<file path="config.mk">
export PLATFORM = sky130hd
export DESIGN_NAME = wb_scoreboard_arbiter
export DESIGN_NICKNAME = d
export VERILOG_FILES = /design/src/rtl/wb_scoreboard_arbiter.sv
export SDC_FILE = /design/constraint.sdc
export NUM_CORES = 1
export LEC_CHECK = 0
export BUFFER_PORTS_ARGS = -buffer_cell sky130_fd_sc_hd__buf_2
export CAP_MARGIN = 40
export CORE_MARGIN = 1
export CORE_UTILIZATION = 45
export DETAILED_ROUTE_END_ITERATION = 12
export PLACE_DENSITY = 0.82
export SLEW_MARGIN = 20
export SYNTH_ARGS = -nofsm -noshare
export SYNTH_HDL_FRONTEND = slang
export SYNTH_SLANG_ARGS = --single-unit
</file>
<file path="constraint.sdc">
create_clock -name clk -period 3.2 [get_ports clk]
set_input_delay 0.32 -clock clk [delete_from_list [all_inputs] [get_ports clk]]
set_output_delay 0.32 -clock clk [all_outputs]
set_load 0.01 [all_outputs]
</file>
<file path="src/rtl/wb_scoreboard_arbiter.sv">
// Register-file write port controller: round-robin EXU/LSU writeback arbitration,
// registered write stage and per-register pending-write scoreboard.
module wb_scoreboard_arbiter #(
  parameter int ADDR_WIDTH = 5,
  parameter int DATA_WIDTH = 32
) (
  input  logic                       clk,
  input  logic                       rst,
  input  logic                       issue_valid,
  input  logic [ADDR_WIDTH-1:0]      issue_rd,
  input  logic [ADDR_WIDTH-1:0]      issue_rs1,
  input  logic [ADDR_WIDTH-1:0]      issue_rs2,
  output logic                       issue_stall,
  input  logic                       exu_valid,
  output logic                       exu_ready,
  input  logic [ADDR_WIDTH-1:0]      exu_rd,
  input  logic [DATA_WIDTH-1:0]      exu_data,
  input  logic                       lsu_valid,
  output logic                       lsu_ready,
  input  logic [ADDR_WIDTH-1:0]      lsu_rd,
  input  logic [DATA_WIDTH-1:0]      lsu_data,
  output logic                       rf_wen,
  output logic [ADDR_WIDTH-1:0]      rf_waddr,
  output logic [DATA_WIDTH-1:0]      rf_wdata,
  output logic [2**ADDR_WIDTH-1:0]   busy,
  output logic                       wb_err
);

  localparam int NREG = 2**ADDR_WIDTH;

  logic                  prio_lsu;
  logic                  hs_exu;
  logic                  hs_lsu;
  logic                  hs_any;
  logic [ADDR_WIDTH-1:0] win_rd;
  logic [DATA_WIDTH-1:0] win_data;
  logic                  issue_accept;
  logic [NREG-1:0]       busy_nxt;

  always_comb begin
    exu_ready = !rst && exu_valid && (!lsu_valid || !prio_lsu);
    lsu_ready = !rst && lsu_valid && (!exu_valid || prio_lsu);
  end

  assign hs_exu   = exu_valid && exu_ready;
  assign hs_lsu   = lsu_valid && lsu_ready;
  assign hs_any   = hs_exu || hs_lsu;
  assign win_rd   = hs_lsu ? lsu_rd : exu_rd;
  assign win_data = hs_lsu ? lsu_data : exu_data;

  assign issue_stall  = rst || busy[issue_rs1] || busy[issue_rs2] || busy[issue_rd];
  assign issue_accept = issue_valid && !issue_stall;

  // Clear first so a same-edge set of the same bit takes precedence.
  always_comb begin
    busy_nxt = busy;
    if (rf_wen) busy_nxt[rf_waddr] = 1'b0;
    if (issue_accept && (issue_rd != '0)) busy_nxt[issue_rd] = 1'b1;
    busy_nxt[0] = 1'b0;
  end

  always_ff @(posedge clk) begin
    if (rst) begin
      prio_lsu <= 1'b0;
      rf_wen   <= 1'b0;
      rf_waddr <= '0;
      rf_wdata <= '0;
      busy     <= '0;
      wb_err   <= 1'b0;
    end else begin
      busy <= busy_nxt;
      if (hs_exu)      prio_lsu <= 1'b1;
      else if (hs_lsu) prio_lsu <= 1'b0;
      if (hs_any) begin
        rf_waddr <= win_rd;
        rf_wdata <= win_data;
        rf_wen   <= (win_rd != '0);
        if ((win_rd != '0) && !busy[win_rd]) wb_err <= 1'b1;
      end else begin
        rf_wen <= 1'b0;
      end
    end
  end

endmodule

</file>
# Word-level counts from Yosys, hierarchy flattened
# Index checks and enable logic that the tools add are counted.
# word_totals
regBits	72
elab_cells	64
output_inout_bits	74
inputBits	94
# op_classes
bitwise_logic	4
magnitude_cmp	7
mux	18
n_reduce_logical	28
# ops
cell	n
$mux 32	3
$and 32x32->32	1
$not 32->32	1
$or 32x32->32	1
$lt 5x6->1 const B	5
$bmux 1 s5	4
$logic_and 1x1->1	11
$demux 1 s5	2
$ge 5x1->1 const B	2
$reduce_bool 5->1	2
$mux 1	8
$logic_not 1->1	6
$logic_or 1x1->1	6
$mux 5	1
$reduce_and 2->1	1
$reduce_bool 2->1	1
$reduce_or 2->1	1
$not 1->1	1

# Logic depth before layout (Yosys ltp)
# Gate-level depths: netlist (run 1).
# logic_depth
word_depth	10
depth_mapped	10

# Worst setup path before layout (run 1)
# No wires, ideal clock.
# synth_timing
path_type	input port to flip-flop
from	in issue_rs2[0]
to	reg busy[15]
slack_ns	0.726
n_path_buf	3
setup_ns	0.069
cell_stages	10
arrival_ns	2.404
path_cell_list	buf_2 mux4_2 mux2i_1 o32ai_1 nor4_1 nand4_1 buf_2 or3_1 buf_6 o21ai_1
# synth_between
elab_chain_len	8
# synth_lines
item	line	rtl
from (decl)	12	input logic [ADDR_WIDTH-1:0] issue_rs2,
$bmux 1 s5	51	assign issue_stall = rst || busy[issue_rs1] || busy[issue_rs2] || busy[issue_rd];
$mux 1 (implied by the code)	51	
$logic_or 1x1->1 (2 in a row)	51	
$logic_not 1->1	52	assign issue_accept = issue_valid && !issue_stall;
$logic_and 1x1->1	52	
$logic_and 1x1->1	58	if (issue_accept && (issue_rd != '0)) busy_nxt[issue_rd] = 1'b1;
$mux 32	58	
to (signal assigned)	71	busy <= busy_nxt;
to (decl)	25	output logic [2**ADDR_WIDTH-1:0] busy,
# Every way passes these cells. The select of a mux whose other input is x is not followed.
# A chain may end at the register's enable or synchronous reset.

# Worst setup path in the final report (run 1)
# layout_timing
from	reg prio_lsu
to	reg wb_err
# layout_between
elab_chain_len	9
elab_cells_between_ends	15
classes_between	3 x mux; 12 x reduce/logical
# layout_lines
item	line	rtl
from (decl)	31	logic prio_lsu;
from (signal assigned)	64	prio_lsu <= 1'b0;
from (signal assigned)	72	if (hs_exu) prio_lsu <= 1'b1;
from (signal assigned)	73	else if (hs_lsu) prio_lsu <= 1'b0;
$logic_or 1x1->1	42	lsu_ready = !rst && lsu_valid && (!exu_valid || prio_lsu);
$logic_and 1x1->1	42	
$logic_and 1x1->1	46	assign hs_lsu = lsu_valid && lsu_ready;
$mux 5	48	assign win_rd = hs_lsu ? lsu_rd : exu_rd;
$bmux 1 s5	78	if ((win_rd != '0) && !busy[win_rd]) wb_err <= 1'b1;
$mux 1 (implied by the code)	78	
$logic_not 1->1	78	
$logic_and 1x1->1	78	
$reduce_and 2->1 (no source line) *	n/a	
to (signal assigned)	69	wb_err <= 1'b0;
to (signal assigned)	78	
to (decl)	26	output logic wb_err
# Every way passes the cells marked *; elsewhere a longest branch is shown, timed or not. The select of a mux whose other input is x is not followed.

==> out/qor.csv, run 1 <==
metric,value,unit
hold_buffers,0,
fin_worst_skew,0.01278,ns
finalSetupTns,0,ns
dpl_cell_area,0.005475,sq mm
wl_per_cell,19.80,um
end_kind,flip-flop,
dr.pass1.iters,5,
post-place-cells,779,
design.portCount,168,
antenna_found_initial,0,
arrival,3.02,ns
hold_class,in2reg,
powerDensity,362.6,mW/mm^2
crit_fanout,11,
ff_latch_area,0.001421,sq mm
cts_buffers,9,
grt-ovfl-total,0,
core,0.009819,sq mm
grt_pass1_vias,4500,
cts_setup_buffers,0,
clkSlewWorstSetupHoldPaths,0.08,ns
fill_cells,916,
rows,36,
start_util,0.4679,
cts_sinks,71,
clock.fmax,361.5,MHz
antenna_cells,0,
via_per_inst,6.137,
final.min_clock_period,2.766,ns
cts_tree,done,
total_power,2.049,mW
fin_nets,751,
grt_pass1_wl,23.59,mm
p_leak,2.384,nW
post_cts_resized,0,
drv_slew,0,
cts_buffer_depth,2,
crit_path_start_kind,flip-flop,
dp_hpwl,11.49,mm
setup_slack,0.4340,ns
cts_root_buffer,clkbuf_8,
final_common_cell,buf_2,
clock_latency,0.35,ns
stdcell_area,0.005649,sq mm
avgSynthCellArea,8.956,sq um
grt_max_degree,75,
numPortBuffers,166,
place_ws,0.2630,ns
vias,4879,
required,3.45,ns
place_congestion,0.9624,
layout_common_cells,"buf_2, dfxtp_1, a211oi_1",
fp.dieH,103.0,um
maxCapViolCount,0,
synth_seq_cells,71,
final_antenna_net_count,0,
die_area,0.01062,sq mm
syn-cell-area,0.004594,sq mm
drt_iter0_markers,441,
setup-violations-final,0,
synthesis.nets,607,
fin_cells,795,
remaining_drc_errors,0,
worst_pin_slew,0.7633,ns
cts_htree_levels,3,
ys_types,47,
synth-seq-area-share,0.3094,
critPathKind,reg2reg,
wl,15.74,mm
grt_usage,0.2983,
rsz0062_at_grt,false,
areaGrowthSynthToFinish,22.96,%
ir_drop,0.2811,mV
multiInputGateArea,0.002955,sq mm
hold_viol,0,
drive_above_1_share,0.3474,
synth_warnings,0,
syn_inst,513,
status,"finished, final reports clean",
finalCritPeriodShare,0.8644,
slew_headroom,0.4901,
die_w,103.0,um
[flip-flops by register name, indices dropped and copies added, names as in the netlist]
register and count:
rf_wen 1, rf_wdata 32, wb_err 1, busy 31
rf_waddr 5, prio_lsu 1
[area by class of cell]
| type | count | area share |
|---|---|---|
| Multi-Input combinational cell | 390 | 0.5231 |
| Sequential cell | 71 | 0.2516 |
| Timing Repair Buffer | 174 | 0.1577 |
| Tap cell | 133 | 0.02946 |
| Clock buffer | 10 | 0.02436 |
| Inverter | 11 | 0.007309 |
| Clock inverter | 6 | 0.006423 |
[critical path: stages, from the launching register on]
cell	delay, ns
dfxtp_1	0.36
nor2b_1	0.62
o21ai_1	0.37
nand2_1	0.34
a2111oi_0	0.17
or4_1	0.56
o211ai_1	0.17
a21oi_1	0.08
[metal layers]
layer,track usage,vias up,wire length (um)
met2,0.4631,299,7109
met1,0.3631,2285,5949
met3,0.09627,59,1924
li1,-,2236,-
met4,0.1733,0,754
met5,0,-,0
[report_power, final]
group	switching (mW)	internal (mW)	total, mW
Sequential	0.0466	0.930	0.977
Combinational	0.238	0.181	0.419
Clock	0.355	0.298	0.653
[cell families after synthesis]
| kind of cell | count (synthesis) | synth area share |
|---|---|---|
| AOI/OAI and AO/OA | 139 | 0.2179 |
| buffers and inverters | 52 | 0.05065 |
| DFF | 71 | 0.3094 |
| muxes | 70 | 0.2170 |
| other | 1 | 0.0008162 |
| and+or+nand+nor | 180 | 0.2043 |
[worst paths after layout]
path / endpoint / slack, ns / depth (start not counted) / startpoint
max reg2reg: wb_err / 0.43 / 7 / prio_lsu
min: rf_wdata[15] / 0.24 / 3 / lsu_data[15]
min reg2reg: wb_err / 0.48 / 2 / wb_err
max: wb_err / 0.43 / 7 / prio_lsu
[synth_stat cells (all sizes together)]
master   number  share of area
nand4         2         0.0027
or4           1         0.0016
conb          1        0.00082
inv           9         0.0074
o21ai        42          0.054
nor4          1         0.0014
o22ai         6         0.0082
a31oi         1         0.0014
a22oi         5         0.0082
nand2        35          0.029
buf          12          0.018
mux2          2         0.0049
a41o          2         0.0044
a311oi        5         0.0095
and3          8          0.011
a211oi       49          0.080
nand2b       17          0.023
a21oi         7         0.0076
clkinv        2         0.0016
nor3b         7          0.011
and2          4         0.0054
nand3        16          0.017
clkbuf       29          0.024
mux4         22           0.11
and3b         1         0.0019
or2           6         0.0082
dfxtp        71           0.31
o41ai         9          0.017
nor2b        16          0.022
a2111oi       4          0.012
or3           3         0.0041
mux2i        46           0.10
o32ai         2         0.0038
or3b          1         0.0019
a21bo         1         0.0022
nand3b       15          0.025
o211ai        6         0.0098
nor3          3         0.0033
nor2         44          0.036
[per-stage QoR]
stage                 util  hold slack [ns]
floorplan                -           0.4715
global placement    0.5576           0.4649
detailed placement  0.5576           0.4636
CTS                 0.5753           0.2310
global route        0.5753           0.2254
finish              0.5753           0.2432
(Power assumes the default switching activity.)
==> run 2: changes to the inputs <==
==> constraint.sdc (replaced) <==
create_clock -name clk -period 3.2 [get_ports clk]
set_input_delay 0.64 -clock clk [delete_from_list [all_inputs] [get_ports clk]]
set_output_delay 0.64 -clock clk [all_outputs]
set_load 0.01 [all_outputs]
==> out/qor.csv, run 2 (same netlist as run 1, synthesis figures left out) <==
metric,value,unit
clkSlewWorstSetupHoldPaths,0.08,ns
wl_met2,7.622,mm
grt_max_degree,74,
remaining_drc_errors,0,
drt_iter0_markers,381,
cts_htree_levels,3,
cp_cell_sequence,"buf_2, mux4_2, a41o_1, a2111oi_4, nand3_1, buf_2",
grt-ovfl-total,0,
p_clk_frac,0.367,
largest-register,rf_wdata,
largest_registers,"rf_wdata (32), busy (31), rf_waddr (5)",
crit_fanout,9,
place_ws,0.08619,ns
cts_setup_buffers,0,
dpl_cell_area,0.005505,sq mm
die_w,103.0,um
hold_slack,0.4873,ns
setup_slack,0.2306,ns
cp_slowest_cell,mux4_2,
fp.dieH,103.0,um
critPathKind,in2out,
largest_reg_flops,32,
arrival,2.33,ns
crit_top_cell,buf_2,
core,0.009819,sq mm
drive_above_1_share,0.3498,
hold_class,reg2reg,
start_util,0.4679,
rows,36,
wl_per_cell,19.86,um
dr.pass1.iters,5,
drv_slew,0,
crit_path_start_kind,input pin,
wl_met3,1.863,mm
wl_met1,5.993,mm
hold_buffers,0,
grt_pass1_vias,4622,
final.min_clock_period,2.969,ns
cts_buffer_depth,2,
worst_pin_slew,0.7690,ns
post-place-cells,783,
stdcell_area,0.005728,sq mm
dp_hpwl,11.69,mm
numPortBuffers,166,
highest-signal-layer,met5,
via_per_inst,6.063,
grt_usage,0.3083,
wl,15.87,mm
path_buf_inv,2,
die_area,0.01062,sq mm
cts_sinks,71,
design.portCount,168,
required,2.56,ns
cts_root_buffer,clkbuf_8,
grt_pass1_wl,24.27,mm
cts_buffers,9,
finalSetupTns,0,ns
end_kind,output pin,
status,"finished, final reports clean",
seqPwrFrac,0.440,
swShare,0.2898,
clock.fmax,336.8,MHz
p_switching,0.6435,mW
internal_power,1.577,mW
cts_tree,done,
layout_common_cells,"buf_2, dfxtp_1, a211oi_1",
powerDensity,387.6,mW/mm^2
cp_slowest_stage_delay,0.53,ns
fin_worst_skew,0.006726,ns
vias,4844,
hold_viol,0,
areaGrowthSynthToFinish,24.67,%
rsz0062_at_grt,false,
finalCritPeriodShare,0.9279,
setup-violations-final,0,
place_congestion,0.9351,
pwr-share-comb,0.193,
fin_cells,799,
maxCapViolCount,0,
final_antenna_net_count,0,
fin_nets,755,
slew_headroom,0.4863,
fin_util,0.5833,
p_leak,2.419,nW
critical_path.top_delay_family,compound AO/OA/AOI/OAI gates,
antenna_cells,0,
antenna_found_initial,1,
final_common_cell,buf_2,
post_cts_resized,0,
clock_latency,0.35,ns
ir_drop,0.3374,mV
total_power,2.220,mW
-- run 2: final timing paths --
path | start | to | slack (ns) | depth (start not counted)
setup reg to reg | busy[29] | busy[31] | 0.55 | 7
hold reg to reg | wb_err | wb_err | 0.49 | 2
setup / recovery | issue_rd[0] | issue_stall | 0.23 | 6
hold / removal | wb_err | wb_err | 0.49 | 2
-- run 2: power groups by stage --
stage,clock network [mW],logic [mW],registers (mW)
final,0.815,0.428,0.978
after global routing,0.867,0.465,0.983
after CTS,0.817,0.425,0.977
after detailed placement,0,0.424,0.996
after global placement,0,0.412,0.993
after floorplan,0,0.241,1.00
-- run 2: metal layers --
| metal | vias up | global-route usage |
|---|---|---|
| met3 | 34 | 0.09492 |
| met1 | 2270 | 0.3689 |
| met5 | - | 0 |
| li1 | 2239 | - |
| met2 | 299 | 0.5097 |
| met4 | 2 | 0.1376 |
-- run 2: layout make-up --
type,count,area [sq um]
Fill cell,898,4091
Multi-Input combinational cell,390,2955
Sequential cell,71,1421
Timing Repair Buffer,178,920.9
Tap cell,133,166.4
Clock buffer,11,141.4
Clock inverter,5,81.33
Inverter,11,41.29
-- run 2: worst min-delay path, stage by stage (launching register included) --
cell and delay [ns]:
dfxtp_1 0.32, inv_1 0.07, a21oi_1 0.06
==> run 3: changes to the inputs <==
Settings changed: CTS_BUF_LIST set to sky130_fd_sc_hd__clkbuf_16.
==> out/qor.csv, run 3 (same netlist as run 1, synthesis figures left out) <==
metric,value,unit
cts_tree,done,
seqPwrFrac,0.397,
vias,4909,
cts_root_buffer,clkbuf_16,
drv_slew,0,
p_switching,0.6727,mW
cts_buffer_depth,2,
ir_drop,0.5192,mV
internal_power,1.794,mW
fin_worst_skew,0.005405,ns
hold_buffers,0,
grt_pass1_vias,4646,
design.portCount,168,
fp.dieH,103.0,um
slew_headroom,0.4920,
powerDensity,423.9,mW/mm^2
grt-ovfl-total,0,
worst_pin_slew,0.7605,ns
fill_cells,886,
worst_r2r_path_depth,7,
maxCapViolCount,0,
numPortBuffers,166,
crit_path_start_kind,input pin,
post_cts_resized,0,
largest_registers,"rf_wdata (32), busy (31), rf_waddr (5)",
cts_buffers,9,
arrival,2.33,ns
hold_slack,0.4789,ns
dr.pass1.iters,5,
clock_latency,0.33,ns
dp_hpwl,11.69,mm
start_util,0.4679,
layout_common_cells,"buf_2, dfxtp_1, a211oi_1",
p_clk_frac,0.429,
largest_reg_flops,32,
place_congestion,0.9351,
rows,36,
core,0.009819,sq mm
fin_util,0.5926,
grt_pass1_wl,24.60,mm
die_w,103.0,um
cts_setup_buffers,0,
final_antenna_net_count,0,
total_power,2.467,mW
finalSetupTns,0,ns
largest-register,rf_wdata,
whs_path_depth,2,
wl_per_cell,20.11,um
final_common_cell,buf_2,
areaGrowthSynthToFinish,26.66,%
rsz0062_at_grt,false,
cts_htree_levels,3,
antenna_found_initial,1,
drt_iter0_markers,515,
end_kind,output pin,
clkSlewWorstSetupHoldPaths,0.06,ns
hold_class,reg2reg,
hold_viol,0,
via_per_inst,6.144,
critPathKind,in2out,
die_area,0.01062,sq mm
grt_usage,0.3119,
remaining_drc_errors,0,
finalCritPeriodShare,0.9269,
antenna_cells,0,
grt_max_degree,74,
swShare,0.2727,
clock.fmax,337.1,MHz
status,"finished, final reports clean",
drive_above_1_share,0.3483,
cts_sinks,71,
p_leak,2.464,nW
pwr-share-comb,0.175,
wl,16.07,mm
crit_fanout,9,
setup-violations-final,0,
required,2.56,ns
fin_nets,755,
final.min_clock_period,2.966,ns
## run 3: power by group through the flow
stage          clock network, mW  registers, mW  logic, mW
6_report                    1.06          0.979      0.431
5_1_grt                     1.11          0.984      0.467
4_1_cts                     1.07          0.978      0.427
3_5_place_dp                   0          0.996      0.424
3_3_place_gp                   0          0.993      0.412
2_1_floorplan                  0           1.00      0.241
## run 3: cell type report
class,instances,area (sq um),area share
multi-input combinational,390,2955,0.5078
sequential,71,1421,0.2442
inverter,11,41.29,0.007095
timing repair buffer,178,920.9,0.1582
tap,133,166.4,0.02860
clock inverter,7,88.84,0.01527
clock buffer,9,225.2,0.03870
## run 3: metrics by stage
step	setup WS [ns]	instances	cell area, sq um
finish	0.2338	799	5819
global route	0.09866	799	5819
CTS	0.2208	799	5819
detailed placement	0.08619	783	5505
global placement	0.1115	783	5505
floorplan	0.4063	513	4594
## run 3: worst max-delay path, cell delays in order
cell and delay, ns:
buf_2 0.24, mux4_2 0.53, a41o_1 0.28, a2111oi_4 0.35
nand3_1 0.12, buf_2 0.16
## run 3: worst paths after layout
check,start,end,slack (ns)
max,issue_rd[0],issue_stall,0.23
min,wb_err,wb_err,0.48
max reg2reg,prio_lsu,wb_err,0.40
min reg2reg,wb_err,wb_err,0.48
## run 3: metal layers
layer / routed length [um] / vias to the layer above / track usage
li1: - / 2234 / -
met1: 6159 / 2314 / 0.3726
met2: 7574 / 325 / 0.5021
met3: 1882 / 34 / 0.1078
met4: 440 / 2 / 0.1506
met5: 14 / - / 0
